`src/rtl/bc_display_pkg.sv`:
```
// rtl/bc_display_pkg.sv - character codes and digit/segment types for the 7-segment scan driver
package bc_display_pkg;

    localparam logic [4:0] CH_A         = 5'h0A;
    localparam logic [4:0] CH_b         = 5'h0B;
    localparam logic [4:0] CH_C         = 5'h0C;
    localparam logic [4:0] CH_d         = 5'h0D;
    localparam logic [4:0] CH_E         = 5'h0E;
    localparam logic [4:0] CH_F         = 5'h0F;
    localparam logic [4:0] CH_BLANK     = 5'h10;
    localparam logic [4:0] CH_P         = 5'h11;
    localparam logic [4:0] CH_S         = 5'h12;
    localparam logic [4:0] CH_U         = 5'h13;
    localparam logic [4:0] CH_r         = 5'h14;
    localparam logic [4:0] CH_n         = 5'h15;
    localparam logic [4:0] CH_o         = 5'h16;
    localparam logic [4:0] CH_L         = 5'h17;
    localparam logic [4:0] CH_t         = 5'h18;
    localparam logic [4:0] CH_G         = 5'h19;
    localparam logic [4:0] CH_H         = 5'h1A;
    localparam logic [4:0] CH_I         = 5'h1B;
    localparam logic [4:0] CH_J         = 5'h1C;
    localparam logic [4:0] CH_DASH      = 5'h1D;
    localparam logic [4:0] CH_UNDER     = 5'h1E;
    localparam logic [4:0] CH_BLANK_ALT = 5'h1F;

    typedef struct packed {
        logic       en;
        logic [4:0] chr;
        logic       dp_n;
    } digit_code_t;

    // Segments {g,f,e,d,c,b,a}, active-low
    typedef logic [6:0] seg_t;

    localparam digit_code_t DIGIT_OFF = '{en: 1'b0, chr: CH_BLANK, dp_n: 1'b1};

endpackage

```
`src/rtl/seg7_char_decoder.sv`:
```
// rtl/seg7_char_decoder.sv - combinational 5-bit character code to active-low segment pattern
module seg7_char_decoder
    import bc_display_pkg::*;
(
    input  logic [4:0] chr,
    output seg_t       seg
);

    always_comb begin
        seg = 7'h7F;
        case (chr)
            5'h00:        seg = 7'h40;
            5'h01:        seg = 7'h79;
            5'h02:        seg = 7'h24;
            5'h03:        seg = 7'h30;
            5'h04:        seg = 7'h19;
            5'h05:        seg = 7'h12;
            5'h06:        seg = 7'h02;
            5'h07:        seg = 7'h78;
            5'h08:        seg = 7'h00;
            5'h09:        seg = 7'h10;
            CH_A:         seg = 7'h08;
            CH_b:         seg = 7'h03;
            CH_C:         seg = 7'h46;
            CH_d:         seg = 7'h21;
            CH_E:         seg = 7'h06;
            CH_F:         seg = 7'h0E;
            CH_BLANK:     seg = 7'h7F;
            CH_P:         seg = 7'h0C;
            CH_S:         seg = 7'h12;
            CH_U:         seg = 7'h41;
            CH_r:         seg = 7'h2F;
            CH_n:         seg = 7'h2B;
            CH_o:         seg = 7'h23;
            CH_L:         seg = 7'h47;
            CH_t:         seg = 7'h07;
            CH_G:         seg = 7'h42;
            CH_H:         seg = 7'h09;
            CH_I:         seg = 7'h4F;
            CH_J:         seg = 7'h61;
            CH_DASH:      seg = 7'h3F;
            CH_UNDER:     seg = 7'h77;
            CH_BLANK_ALT: seg = 7'h7F;
            default:      seg = 7'h7F;
        endcase
    end

endmodule

```
`src/rtl/seg7_scan_driver.sv`:
```
// rtl/seg7_scan_driver.sv - 8-digit multiplexed 7-segment driver with frame latch and ghost blanking (option: SEG7_BLINK_EN)
module seg7_scan_driver
    import bc_display_pkg::*;
#(
    parameter int CLK_HZ    = 100_000_000,
    parameter int SCAN_HZ   = 8_000,
    parameter int BLANK_CYC = 2
`ifdef SEG7_BLINK_EN
    ,
    parameter int BLINK_HZ  = 2
`endif
) (
    input  logic       clock,
    input  logic       reset,
    input  logic [6:0] d1,
    input  logic [6:0] d2,
    input  logic [6:0] d3,
    input  logic [6:0] d4,
    input  logic [6:0] d5,
    input  logic [6:0] d6,
    input  logic [6:0] d7,
    input  logic [6:0] d8,
`ifdef SEG7_BLINK_EN
    input  logic [7:0] blink,
`endif
    output logic [7:0] an,
    output logic [7:0] seg,
    output logic       frame
);

    localparam int DIV   = CLK_HZ / SCAN_HZ;
    localparam int CNT_W = $clog2(DIV);

    typedef enum logic {
        ST_BLANK = 1'b0,
        ST_DRIVE = 1'b1
    } slot_state_t;

    slot_state_t      state_q, state_d;
    logic [CNT_W-1:0] cnt_q, cnt_d;
    logic [2:0]       idx_q, idx_d;
    logic             tick, load;
    digit_code_t      d_in     [8];
    digit_code_t      shadow_q [8];
    digit_code_t      sel_code;
    seg_t             sel_seg;
    logic             digit_dark;
    logic [7:0]       an_d, seg_d;
    logic             frame_d;

    assign d_in[0] = digit_code_t'(d1);
    assign d_in[1] = digit_code_t'(d2);
    assign d_in[2] = digit_code_t'(d3);
    assign d_in[3] = digit_code_t'(d4);
    assign d_in[4] = digit_code_t'(d5);
    assign d_in[5] = digit_code_t'(d6);
    assign d_in[6] = digit_code_t'(d7);
    assign d_in[7] = digit_code_t'(d8);

    assign tick  = (cnt_q == CNT_W'(DIV - 1));
    assign load  = tick && (idx_q == 3'd7);
    assign cnt_d = tick ? '0 : cnt_q + 1'b1;
    assign idx_d = tick ? idx_q + 3'd1 : idx_q;

    // Outputs are registered against the next slot position, so the digit
    // shown on the first cycle of a frame must come straight from the inputs.
    assign sel_code = load ? d_in[idx_d] : shadow_q[idx_d];

    seg7_char_decoder u_decoder (
        .chr (sel_code.chr),
        .seg (sel_seg)
    );

`ifdef SEG7_BLINK_EN
    localparam int BLINK_PER = CLK_HZ / BLINK_HZ;
    localparam int BLINK_W   = $clog2(BLINK_PER);

    logic [BLINK_W-1:0] blink_cnt_q, blink_cnt_d;
    logic [7:0]         blink_sh_q;
    logic               sel_blink;

    assign blink_cnt_d = (blink_cnt_q == BLINK_W'(BLINK_PER - 1)) ? '0 : blink_cnt_q + 1'b1;
    assign sel_blink   = load ? blink[idx_d] : blink_sh_q[idx_d];
    assign digit_dark  = sel_blink && (blink_cnt_d >= BLINK_W'(BLINK_PER / 2));

    always_ff @(posedge clock or negedge reset) begin
        if (!reset) begin
            blink_cnt_q <= '0;
            blink_sh_q  <= '0;
        end else begin
            blink_cnt_q <= blink_cnt_d;
            if (load) begin
                blink_sh_q <= blink;
            end
        end
    end
`else
    assign digit_dark = 1'b0;
`endif

    always_comb begin
        state_d = ST_BLANK;
        an_d    = 8'hFF;
        seg_d   = 8'hFF;
        frame_d = load;
        if (cnt_d >= CNT_W'(BLANK_CYC)) begin
            state_d = ST_DRIVE;
        end
        if (state_d == ST_DRIVE && sel_code.en && !digit_dark) begin
            an_d  = ~(8'b1 << idx_d);
            seg_d = {sel_code.dp_n, sel_seg};
        end
    end

    always_ff @(posedge clock or negedge reset) begin
        if (!reset) begin
            state_q <= ST_BLANK;
            cnt_q   <= '0;
            idx_q   <= '0;
            an      <= 8'hFF;
            seg     <= 8'hFF;
            frame   <= 1'b0;
        end else begin
            state_q <= state_d;
            cnt_q   <= cnt_d;
            idx_q   <= idx_d;
            an      <= an_d;
            seg     <= seg_d;
            frame   <= frame_d;
        end
    end

    always_ff @(posedge clock or negedge reset) begin
        if (!reset) begin
            for (int i = 0; i < 8; i++) begin
                shadow_q[i] <= DIGIT_OFF;
            end
        end else if (load) begin
            for (int i = 0; i < 8; i++) begin
                shadow_q[i] <= d_in[i];
            end
        end
    end

endmodule

```
`config.mk`:
```
export PLATFORM = sky130hd
export DESIGN_NAME = seg7_scan_driver
export DESIGN_NICKNAME = d
export VERILOG_FILES = /design/src/rtl/bc_display_pkg.sv /design/src/rtl/seg7_char_decoder.sv /design/src/rtl/seg7_scan_driver.sv
export SDC_FILE = /design/constraint.sdc
export NUM_CORES = 1
export LEC_CHECK = 0
export ABC_AREA = 1
export BUFFER_PORTS_ARGS = -buffer_cell sky130_fd_sc_hd__buf_2
export CAP_MARGIN = 20
export CELL_PAD_IN_SITES_DETAIL_PLACEMENT = 0
export CELL_PAD_IN_SITES_GLOBAL_PLACEMENT = 1
export CORE_UTILIZATION = 47
export CTS_BUF_LIST = sky130_fd_sc_hd__clkbuf_4
export DETAILED_ROUTE_END_ITERATION = 12
export GPL_ROUTABILITY_DRIVEN = 0
export MAX_ROUTING_LAYER = met4
export PLACE_DENSITY_LB_ADDON = 0.3
export SYNTH_ARGS = -nofsm -noshare
export SYNTH_HDL_FRONTEND = slang
export SYNTH_SLANG_ARGS = --single-unit
```
`constraint.sdc`:
```
create_clock -name clock -period 6.9 [get_ports clock]
set_input_delay 0.345 -clock clock [delete_from_list [all_inputs] [get_ports clock]]
set_output_delay 0.345 -clock clock [all_outputs]
set_load 0.05 [all_outputs]
```
* After elaboration in Yosys (flattened, before gate mapping)
Memory sizes are Yosys's and may differ from the RTL's.
Index checks and enable logic that the tools add are counted.
** Operators by class
- Shift operators :: 1
- Bitwise gates (word level) :: 2
- Equality and inequality tests :: 2
- Muxes and demuxes :: 12
- Div/mod/pow operators :: 0
- Order comparisons :: 2
- Reductions and logical operators :: 2
- Add/sub/neg operators :: 2
- Multipliers :: 0
** Operator list (count)
- binary-select mux 7 bit (select 3 bit) :: 2
- two-way mux 7 bit :: 5
- two-way mux 8 bit :: 2
- adder 14 x 1 -> 14 bit, second input constant :: 1
- equality test 14 bit, second input constant :: 1
- greater-or-equal comparator 14 x 2 -> 1 bit, second input constant :: 1
- two-way mux 14 bit :: 1
- NOT 8 bit :: 1
- << shifter 1 x 3 -> 8 bit, first input constant :: 1
- greater-or-equal comparator 4 bit, second input constant :: 1
- NOT 3 -> 4 bit :: 1
- adder 3 x 1 -> 3 bit, second input constant :: 1
- equality test 3 bit, second input constant :: 1
- two-way mux 3 bit :: 1
- logical AND 1 bit :: 2
- two-way mux 1 bit :: 1
** Word-level totals
- Bits in latches :: 0
- Memory bits (writable) :: 0
- Output and inout bits :: 17
- Input port bits :: 58
- Memory bits (read-only) :: 224
- Word-level logic and storage cells :: 53
- Flip-flop bits (word level) :: 90
- Memories :: 1
** Memories
- (name not given) :: words 32, width 7, read ports 1, clocked after memory_dff 0, wr ports 0, line seg7_char_decoder.sv:11 : case (chr)

* Longest topological paths before layout
Gate-level depths: netlist (run 1).
- Word-level depth :: 9
- Mapped depth :: 24
- Gate-level depth less buffers :: 23

* Cells and area by module
A second synthesis (run 1) with hierarchy kept.
** Second synthesis, totals
- Cells, all modules :: 750
- Area, all modules :: 5236.3 um^2
** Modules (own cells, without submodules)
- seg7_scan_driver :: times used 1, seq. area each 2292.2 um^2, area each 4734.5 um^2, cells an instance 655
- seg7_char_decoder :: times used 1, seq. area each 0.0 um^2, area each 501.7 um^2, cells an instance 95

* Worst setup path after synthesis (run 1)
OpenSTA, ideal clock, no wires.
- Kind :: register to register
- Start :: register cnt_q[0]
- End :: register seg[1]
- Arrival time :: 2691 ps
- Buffers on the path :: 2
- Setup time :: 83 ps
- Data required time :: 6817 ps
- Slack :: 4125 ps
- Clock period less this slack :: 2775 ps
- Cell stages (with the launch flop) :: 21
- Cell sequence :: dfrtp_1 > ha_1 > nand2_1 > nor2_4 > nand2_4 > nand2_4 > nand2_4 > buf_6 > buf_6 > o21ai_2 > nand2_1 > nand3_1 > nand3_1 > nand2_2 > inv_1 > ha_1 > or2_2 > o21ai_2 > nand2_1 > nand2_1 > nand3_1
** Between the ends
- Cells in the longest elaborated chain, start to end :: 9
- Elaborated cells on any way between the ends :: 18
- Classes of those cells :: 1 x add/sub; 1 x order compare; 1 x eq/ne; 11 x mux; 1 x bitwise; 2 x reduce/logical; 1 x memory
** RTL lines
- start, declared :: line seg7_scan_driver.sv:40 : logic [CNT_W-1:0] cnt_q, cnt_d;
- start signal, assigned :: line seg7_scan_driver.sv:125 : cnt_q <= cnt_d;
- equality test 14 bit :: line seg7_scan_driver.sv:60 : assign tick = (cnt_q == CNT_W'(DIV - 1));
- two-way mux 3 bit :: line seg7_scan_driver.sv:63 : assign idx_d = tick ? idx_q + 3'd1 : idx_q;
- NOT 3 -> 4 bit (implied by the code) :: line seg7_scan_driver.sv:67 : assign sel_code = load ? d_in[idx_d] : shadow_q[idx_d];
- binary-select mux 7 bit (select 3 bit) :: line seg7_scan_driver.sv:67
- two-way mux 7 bit (implied by the code) (2 in series) :: line seg7_scan_driver.sv:67
- two-way mux 7 bit :: line seg7_scan_driver.sv:67
- memory (32 x 7 bit) / logical AND 1 bit (equally long branches)
- two-way mux 8 bit * :: line seg7_scan_driver.sv:109 : if (state_d == ST_DRIVE && sel_code.en && !digit_dark) begin
- via seg_d[1] :: line seg7_scan_driver.sv:48 : logic [7:0] an_d, seg_d;
- end signal, assigned :: line seg7_scan_driver.sv:128 : seg <= seg_d;
- end, declared :: line seg7_scan_driver.sv:27 : output logic [7:0] seg,
Mark *: on every way through the listed nets, which the timed path passes. The rest lies on a longest branch. The select of a mux whose other input is x is not followed.
A chain may end at the register's enable or synchronous reset.

* Worst setup path in the final report (run 1)
Same ends and word-level chain as after synthesis.

==> impl_metrics.yaml, run 1 <==
run_status:
  outcome: "finished, final reports clean"
setup_path:
  regToRegSetupSlack_ps: 3330
  critical_path_required_ps: 7300
  arrival_ps: 3970
  cp_max_fo: 25
  timing.rr.start: "cnt_q[0]$_DFF_PN0_"
  worstSetupEndpointType: "flop"
  crit_path_start_kind: "flop"
  rr_worst_depth: 16
  reg2reg_to: "seg[1]$_DFF_PN1_"
  path_class: "flop to flop"
worst_hold_path:
  worst_hold_launch: "d1[0]"
  timing.hold.worst.class: "primary input to flop"
  timing.hold.worst_path_depth: 3
  min_delay_worst_endpoint: "shadow_q[49]$_DFFE_PN1N_"
clock_network:
  root_buffer: "sky130_fd_sc_hd__clkbuf_4"
  max-clock-path-buffers: 2
  clock-sinks: 90
  clock_tree_from_tritoncts: "yes"
  clk_latency_ps: 460
  cts-resized-gates: 0
  clock_transition_at_the_registers_of_the_reported_paths_ps: 150
  h_tree_levels: 3
  cts_inserted_buffers: 9
sta:
  worst_hold_slack_ps: 57.4
  fin_tns_setup_ps: 0
  setup_violations: 0
  clock-skew-final_ps: 5.85
  hold_viol_final: 0
  layout_worst_path_cycle_share: 0.517
  max-slew-margin-rel: 0.464
  timing.fmax_mhz: 280
  finalMaxSlewViolations: 0
  final_period_minus_worst_setup_slack_ps: 3570
  grt_setup_unrepaired: "false"
  max_slew.worst_pin.slew_ps: 803
synthesis:
  post_synth_instance_area_um2: 5310
  ys_seq_elements: 90
  yosys.area_share.simple: 0.383
  synth.net_count: 800
  share_of_the_yosys_chip_area_belonging_to_registers: 0.432
  syn-mean-instance-area_um2: 7.26
  synth_top_cells_by_area: "sky130_fd_sc_hd__dfrtp_1, sky130_fd_sc_hd__nand2_1, sky130_fd_sc_hd__dfstp_2"
  synth-compound-area-share: 0.0613
  fraction_of_synthesized_area_in_multiplexers: 0
  syn_inst: 731
  post_synth_num_cell_types: 36
  main_combinational_cell_family_by_area_after_synthesis: "simple AND/OR/NAND/NOR gates"
  yosys.area_share.xor_xnor: 0.00660
  proportion_of_netlist_area_held_by_the_largest_area_contributor: 0.274
  yosys_warnings: 0
  synth_top_cell_by_area: "sky130_fd_sc_hd__dfrtp_1"
  synth_adder_area_share: 0.0259
placement:
  placement.cell_area_um2: 5680
  detailed_place_hpwl_um: 8870
  io_buffer_count: 74
floorplan:
  start_util: 0.485
  fp.dieArea_um2: 11700
  die_width_um: 108
  std_cell_rows: 38
  io-pin-count: 75
  floorplan.die.height_um: 108
  core_region_area_um2: 10900
power_and_ir_drop:
  p_int_w: 0.000802
  combinationalPowerShare: 0.041
  net-switching-power_w: 0.000219
  leakagePower_nw: 3.19
  pwr_density_cell_nw_per_um2: 173
  p_sw_frac: 0.214
  seqPwrFrac: 0.518
  fraction_of_power_consumed_by_the_clock_network: 0.441
  worst_ir_drop_vdd_mv: 0.103
global_route:
  number_of_antenna_violations_at_the_first_check_in_global_routing: 0
  global_route.usage.total: 0.245
  grt_first_pass_wirelength_um: 21800
  grt_start_max_net_pins: 80
  number_of_global_route_vias_before_repair: 4610
  grt_remaining_overflow: 0
finish:
  post_layout_instance_area_um2: 5920
  mostFrequentLayoutCells: "sky130_fd_sc_hd__nand2_1, sky130_fd_sc_hd__nand3_1, sky130_fd_sc_hd__buf_2"
  area_growth_pct: 11.6
  antenna_cells_inserted: 0
  fin_nets: 860
  layout_commonest_cell: "sky130_fd_sc_hd__nand2_1"
  drive_above_1_share: 0.211
routing:
  vias_per_cell: 5.16
  dr.first_iter.drc_count: 240
  final_antenna_net_count: 0
  routedWlPerCell_um: 13.8
  wl_um: 13000
  drtPass1Iterations: 5
  vias: 4830
  final_routed_drc_violation_total: 0
run:
  drv_cap: 0
==> per-layer routing <==
metal / share of wire / wire (um) / vias to the layer above / track usage
met3: 0.034 / 437 / 21 / 0.0295
li1: - / - / 2414 / -
met1: 0.46 / 6010 / 2273 / 0.312
met5: 0 / 0 / - / -
met4: 0.024 / 312 / 0 / 0.104
met2: 0.48 / 6200 / 122 / 0.395
==> flip-flops by register name (all words and copies together), names as in the netlist <==
signal,cells
shadow_q,56
cnt_q,14
an,8
seg,8
idx_q,3
frame,1
==> synthesized netlist by cell type, drive strengths merged <==
cell type and count:
a21o 2, a21oi 4, a22oi 3, a41oi 1, buf 20, clkbuf 8
dfrtp 58, dfstp 32, ha 11, inv 77, nand2 321, nand3 94
nand3b 1, nand4 2, nor2 37, nor3 5, nor4 3, o211ai 2
o21ai 45, or2 1, xnor2 1, xor2 3
==> worst max path at each step <==
| stage | start | end | cells after the start |
|---|---|---|---|
| after floorplan | cnt_q[0]$_DFF_PN0_ | seg[1]$_DFF_PN1_ | 20 |
| after global placement | cnt_q[0]$_DFF_PN0_ | seg[1]$_DFF_PN1_ | 16 |
| after detailed placement | cnt_q[0]$_DFF_PN0_ | seg[1]$_DFF_PN1_ | 16 |
| after CTS | cnt_q[0]$_DFF_PN0_ | seg[1]$_DFF_PN1_ | 16 |
| after global routing | cnt_q[0]$_DFF_PN0_ | seg[1]$_DFF_PN1_ | 16 |
| final | cnt_q[0]$_DFF_PN0_ | seg[1]$_DFF_PN1_ | 16 |
==> worst max-delay path: stages, from the launching register on <==
cell                      delay (ps)
sky130_fd_sc_hd__dfrtp_1         410
sky130_fd_sc_hd__ha_1            270
sky130_fd_sc_hd__nand2_1         120
sky130_fd_sc_hd__nor2_4          180
sky130_fd_sc_hd__nand2_4         120
sky130_fd_sc_hd__o21ai_4         600
sky130_fd_sc_hd__inv_2           380
sky130_fd_sc_hd__nand2_1         170
sky130_fd_sc_hd__nand3_1          80
sky130_fd_sc_hd__nand3_1         110
sky130_fd_sc_hd__nand2_2         150
sky130_fd_sc_hd__ha_1            270
sky130_fd_sc_hd__or2_2           320
sky130_fd_sc_hd__o21ai_2         130
sky130_fd_sc_hd__nand2_1          60
sky130_fd_sc_hd__nand2_1          50
sky130_fd_sc_hd__nand3_1          70
==> power by group through the flow <==
stage	logic, W	registers, W	clock network (W)
floorplan	0.0000101	0.000538	0
global placement	0.0000428	0.000538	0
finish	0.0000421	0.000529	0.000450
detailed placement	0.0000428	0.000538	0
CTS	0.0000434	0.000529	0.000460
global route	0.0000478	0.000529	0.000479
==> cell type report <==
cell class	instances	area [um^2]
clock buffers	9	67.6
clock inverters	7	164
fillers	1100	5020
inverters	77	289
multi-input cells	536	2530
flip-flops and latches	90	2290
well taps	140	175
repair buffers	77	398
==> through the flow <==
stage	std cells	worst slack (ps)	power, W	util
2_1_floorplan	731	4130	0.000548	-
3_3_place_gp	919	3410	0.000580	0.519
3_5_place_dp	919	3370	0.000580	0.519
4_1_cts	936	3340	0.00103	0.541
5_1_grt	936	3050	0.00106	0.541
6_report	936	3330	0.00102	0.541
==> kinds of logic (layout without fill, tap and decap cells) <==
logic type / Yosys count / after routing
and+or+nand+nor: 464 / 464
buffers and inverters: 105 / 170
DFF: 90 / 90
AOI/OAI and AO/OA: 57 / 57
adders and majority gates: 11 / 11
xor gates and xnor gates: 4 / 4
==> what timing repair did <==
item / in CTS / in global routing
setup buffers: 0 / 0
endpoints found under the hold margin: 39 / 0
hold buffers: 1 / 0
setup endpoints to repair: 0 / 0
Power figures use the tool's default switching activity.
==> run 2, diff against run 1 <==
--- a/config.mk
+++ b/config.mk
@@ -5,12 +5,12 @@
 export SDC_FILE = /design/constraint.sdc
 export NUM_CORES = 1
 export LEC_CHECK = 0
-export ABC_AREA = 1
+export ABC_AREA = 0
 export BUFFER_PORTS_ARGS = -buffer_cell sky130_fd_sc_hd__buf_2
 export CAP_MARGIN = 20
 export CELL_PAD_IN_SITES_DETAIL_PLACEMENT = 0
 export CELL_PAD_IN_SITES_GLOBAL_PLACEMENT = 1
-export CORE_UTILIZATION = 47
+export CORE_UTILIZATION = 46
 export CTS_BUF_LIST = sky130_fd_sc_hd__clkbuf_4
 export DETAILED_ROUTE_END_ITERATION = 12
 export GPL_ROUTABILITY_DRIVEN = 0
==> constraint.sdc (replaced) <==
create_clock -name clock -period 3.6 [get_ports clock]
set_input_delay 0.18 -clock clock [delete_from_list [all_inputs] [get_ports clock]]
set_output_delay 0.18 -clock clock [all_outputs]
set_load 0.05 [all_outputs]
==> run 2 against run 1 <==
Effect of this change: maximum frequency rose by 7.0%; flip-flop and latch count did not move; core utilization rose by 4.8 points; largest power group unchanged; highest routed layer unchanged.
==> impl_metrics.yaml, run 2 <==
run_status:
  outcome: "finished, final reports clean"
synthesis:
  post_synth_num_cell_types: 72
  ys_seq_elements: 90
  synth_top_cells_by_area: "sky130_fd_sc_hd__dfrtp_1, sky130_fd_sc_hd__dfstp_2, sky130_fd_sc_hd__nand2_1"
  asr_flop_ratio_synth: 1.00
  syn-mean-instance-area_um2: 9.13
  syn_inst: 587
  synth-edff-count: 0
  yosys_warnings: 0
  share_of_the_yosys_chip_area_belonging_to_registers: 0.428
  synth.net_count: 656
  synthMostInstantiatedCell: "sky130_fd_sc_hd__nand2_1"
  synth_top_cell_by_area: "sky130_fd_sc_hd__dfrtp_1"
  ys_dominant_reg_cell: "sky130_fd_sc_hd__dfrtp_1"
  yosys-top-cells-count: "sky130_fd_sc_hd__nand2_1, sky130_fd_sc_hd__dfrtp_1, sky130_fd_sc_hd__dfstp_2"
  post_synth_instance_area_um2: 5360
  proportion_of_netlist_area_held_by_the_largest_area_contributor: 0.271
clock_network:
  h_tree_levels: 3
  clock-sinks: 90
  max-clock-path-buffers: 2
  clock_tree_from_tritoncts: "yes"
  cts_inserted_buffers: 9
  clock_transition_at_the_registers_of_the_reported_paths_ps: 140
  root_buffer: "sky130_fd_sc_hd__clkbuf_4"
  clk_latency_ps: 470
routing:
  vias_per_cell: 5.44
  final_routed_drc_violation_total: 0
  routedWlPerCell_um: 16.4
  wl_um: 14400
  final_antenna_net_count: 0
  dr.first_iter.drc_count: 271
  drtPass1Iterations: 7
  vias: 4746
power_and_ir_drop:
  p_sw_frac: 0.249
  pwr_density_cell_nw_per_um2: 245
  seqPwrFrac: 0.618
  p_int_w: 0.00123
  net-switching-power_w: 0.000408
  fraction_of_power_consumed_by_the_clock_network: 0.304
  leakagePower_nw: 2.85
  combinationalPowerShare: 0.078
  worst_ir_drop_vdd_mv: 0.223
sta:
  max_slew.worst_pin.slew_ps: 695
  finalMaxSlewViolations: 0
  hold_viol_final: 0
  clock-skew-final_ps: 11.3
  setup_violations: 0
  max-slew-margin-rel: 0.537
  final_period_minus_worst_setup_slack_ps: 3340
  worst_hold_slack_ps: 41.0
  layout_worst_path_cycle_share: 0.927
  timing.fmax_mhz: 300
placement:
  io_buffer_count: 74
  detailed_place_hpwl_um: 10200
setup_path:
  path_class: "flop to flop"
  rr_worst_depth: 11
  reg2reg_to: "seg[0]$_DFF_PN1_"
  critical_path_required_ps: 4010
  worstSetupEndpointType: "flop"
  regToRegSetupSlack_ps: 260
  arrival_ps: 3750
  cp_max_fo: 7
  crit_path_start_kind: "flop"
  timing.rr.start: "idx_q[0]$_DFF_PN0_"
global_route:
  global_route.usage.total: 0.263
  grt_first_pass_wirelength_um: 22800
  grt_start_max_net_pins: 80
  grt_remaining_overflow: 0
  number_of_antenna_violations_at_the_first_check_in_global_routing: 0
  number_of_global_route_vias_before_repair: 4477
finish:
  drive_above_1_share: 0.271
  mostFrequentLayoutCells: "sky130_fd_sc_hd__nand2_1, sky130_fd_sc_hd__buf_2, sky130_fd_sc_hd__dfrtp_1, sky130_fd_sc_hd__dlygate4sd3_1, sky130_fd_sc_hd__dfstp_2"
  antenna_cells_inserted: 0
  largest_reg_flops: 56
  fin_nets: 794
  regMostFlops: "shadow_q"
  area_growth_pct: 25.0
  layout_commonest_cell: "sky130_fd_sc_hd__nand2_1"
  post-route-util: 0.589
  layout_top_registers: "shadow_q (56), cnt_q (14)"
floorplan:
  io-pin-count: 75
  die_width_um: 110
  start_util: 0.471
  floorplan.die.height_um: 110
  fp.dieArea_um2: 12100
  core_region_area_um2: 11400
  std_cell_rows: 39
run:
  drv_cap: 0
worst_hold_path:
  timing.hold.worst.class: "primary input to asynchronous set/reset pin"
run 2: power groups by stage:
stage	clock, W	combinational [W]	sequential, W
after CTS	0.000511	0.000124	0.00101
after global placement	0	0.0000754	0.00103
after floorplan	0	0.0000115	0.00103
after global routing	0.000557	0.000140	0.00101
final	0.000499	0.000128	0.00101
after detailed placement	0	0.0000764	0.00103
run 2: what timing repair did:
action,4_1_cts,5_1_grt
resized for setup,0,7
endpoints found under the setup margin,0,7
buffers inserted,0,4
hold buffers,57,0
hold endpoints to repair,113,0
run 2: metal layers:
metal  wire length, um  up-vias  global-route usage
met5                 0        -                   -
met4               339        0               0.108
met3               695       29              0.0391
met2              6880      152               0.402
met1              6440     2273               0.350
li1                  -     2292                   -
run 2: cell type report:
class / count / area, um^2
Clock buffer: 10 / 75.1
Fill cell: 1024 / 4670
Multi-Input combinational cell: 449 / 2860
Tap cell: 143 / 179
Timing Repair Buffer: 163 / 1220
Inverter: 12 / 45.0
Clock inverter: 6 / 33.8
Sequential cell: 90 / 2290
run 2: kinds of logic (layout without fill, tap and decap cells):
kind of cell             count (synthesis)  count (layout)  share of synthesized area
multiplexers                            37              37                      0.107
adder cells (fa/ha/maj)                 11              11                     0.0257
AND/OR/NAND/NOR                        298             298                      0.243
XOR/XNOR                                15              15                     0.0259
buffers and inverters                   48             191                     0.0488
flip-flops                              90              90                      0.428
AO/OA/AOI/OAI                           88              88                      0.122
run 2: through the flow:
| stage | cell area, um^2 | worst slack (ps) | TNS, ps | instances | total power, W |
|---|---|---|---|---|---|
| after floorplan | 5360 | 301 | 0 | 587 | 0.00104 |
| after global placement | 5910 | 142 | 0 | 795 | 0.00111 |
| after detailed placement | 5910 | 71.9 | 0 | 795 | 0.00111 |
| after CTS | 6590 | 45.2 | 0 | 868 | 0.00165 |
| after global routing | 6700 | -10.3 | -10.3 | 873 | 0.00171 |
| final | 6700 | 264 | 0 | 873 | 0.00164 |
run 2: critical path, cell delays in order (launching register included):
cell,delay (ps)
sky130_fd_sc_hd__dfrtp_1,400
sky130_fd_sc_hd__ha_1,210
sky130_fd_sc_hd__ha_1,500
sky130_fd_sc_hd__mux4_2,360
sky130_fd_sc_hd__mux4_2,510
sky130_fd_sc_hd__nand2b_1,180
sky130_fd_sc_hd__o31ai_2,110
sky130_fd_sc_hd__buf_4,220
sky130_fd_sc_hd__ha_1,230
sky130_fd_sc_hd__nor3_1,90
sky130_fd_sc_hd__a221o_1,270
sky130_fd_sc_hd__a22oi_1,190
run 2: worst max path at each step:
stage	startpoint	endpoint	slack [ps]	depth (start not counted)
4_1_cts	cnt_q[0]$_DFF_PN0_	seg[2]$_DFF_PN1_	50	12
6_report	idx_q[0]$_DFF_PN0_	seg[0]$_DFF_PN1_	260	11
2_1_floorplan	cnt_q[0]$_DFF_PN0_	seg[6]$_DFF_PN1_	300	15
3_5_place_dp	cnt_q[0]$_DFF_PN0_	seg[1]$_DFF_PN1_	70	13
5_1_grt	cnt_q[0]$_DFF_PN0_	seg[3]$_DFF_PN1_	-10	15
3_3_place_gp	cnt_q[0]$_DFF_PN0_	seg[3]$_DFF_PN1_	140	14
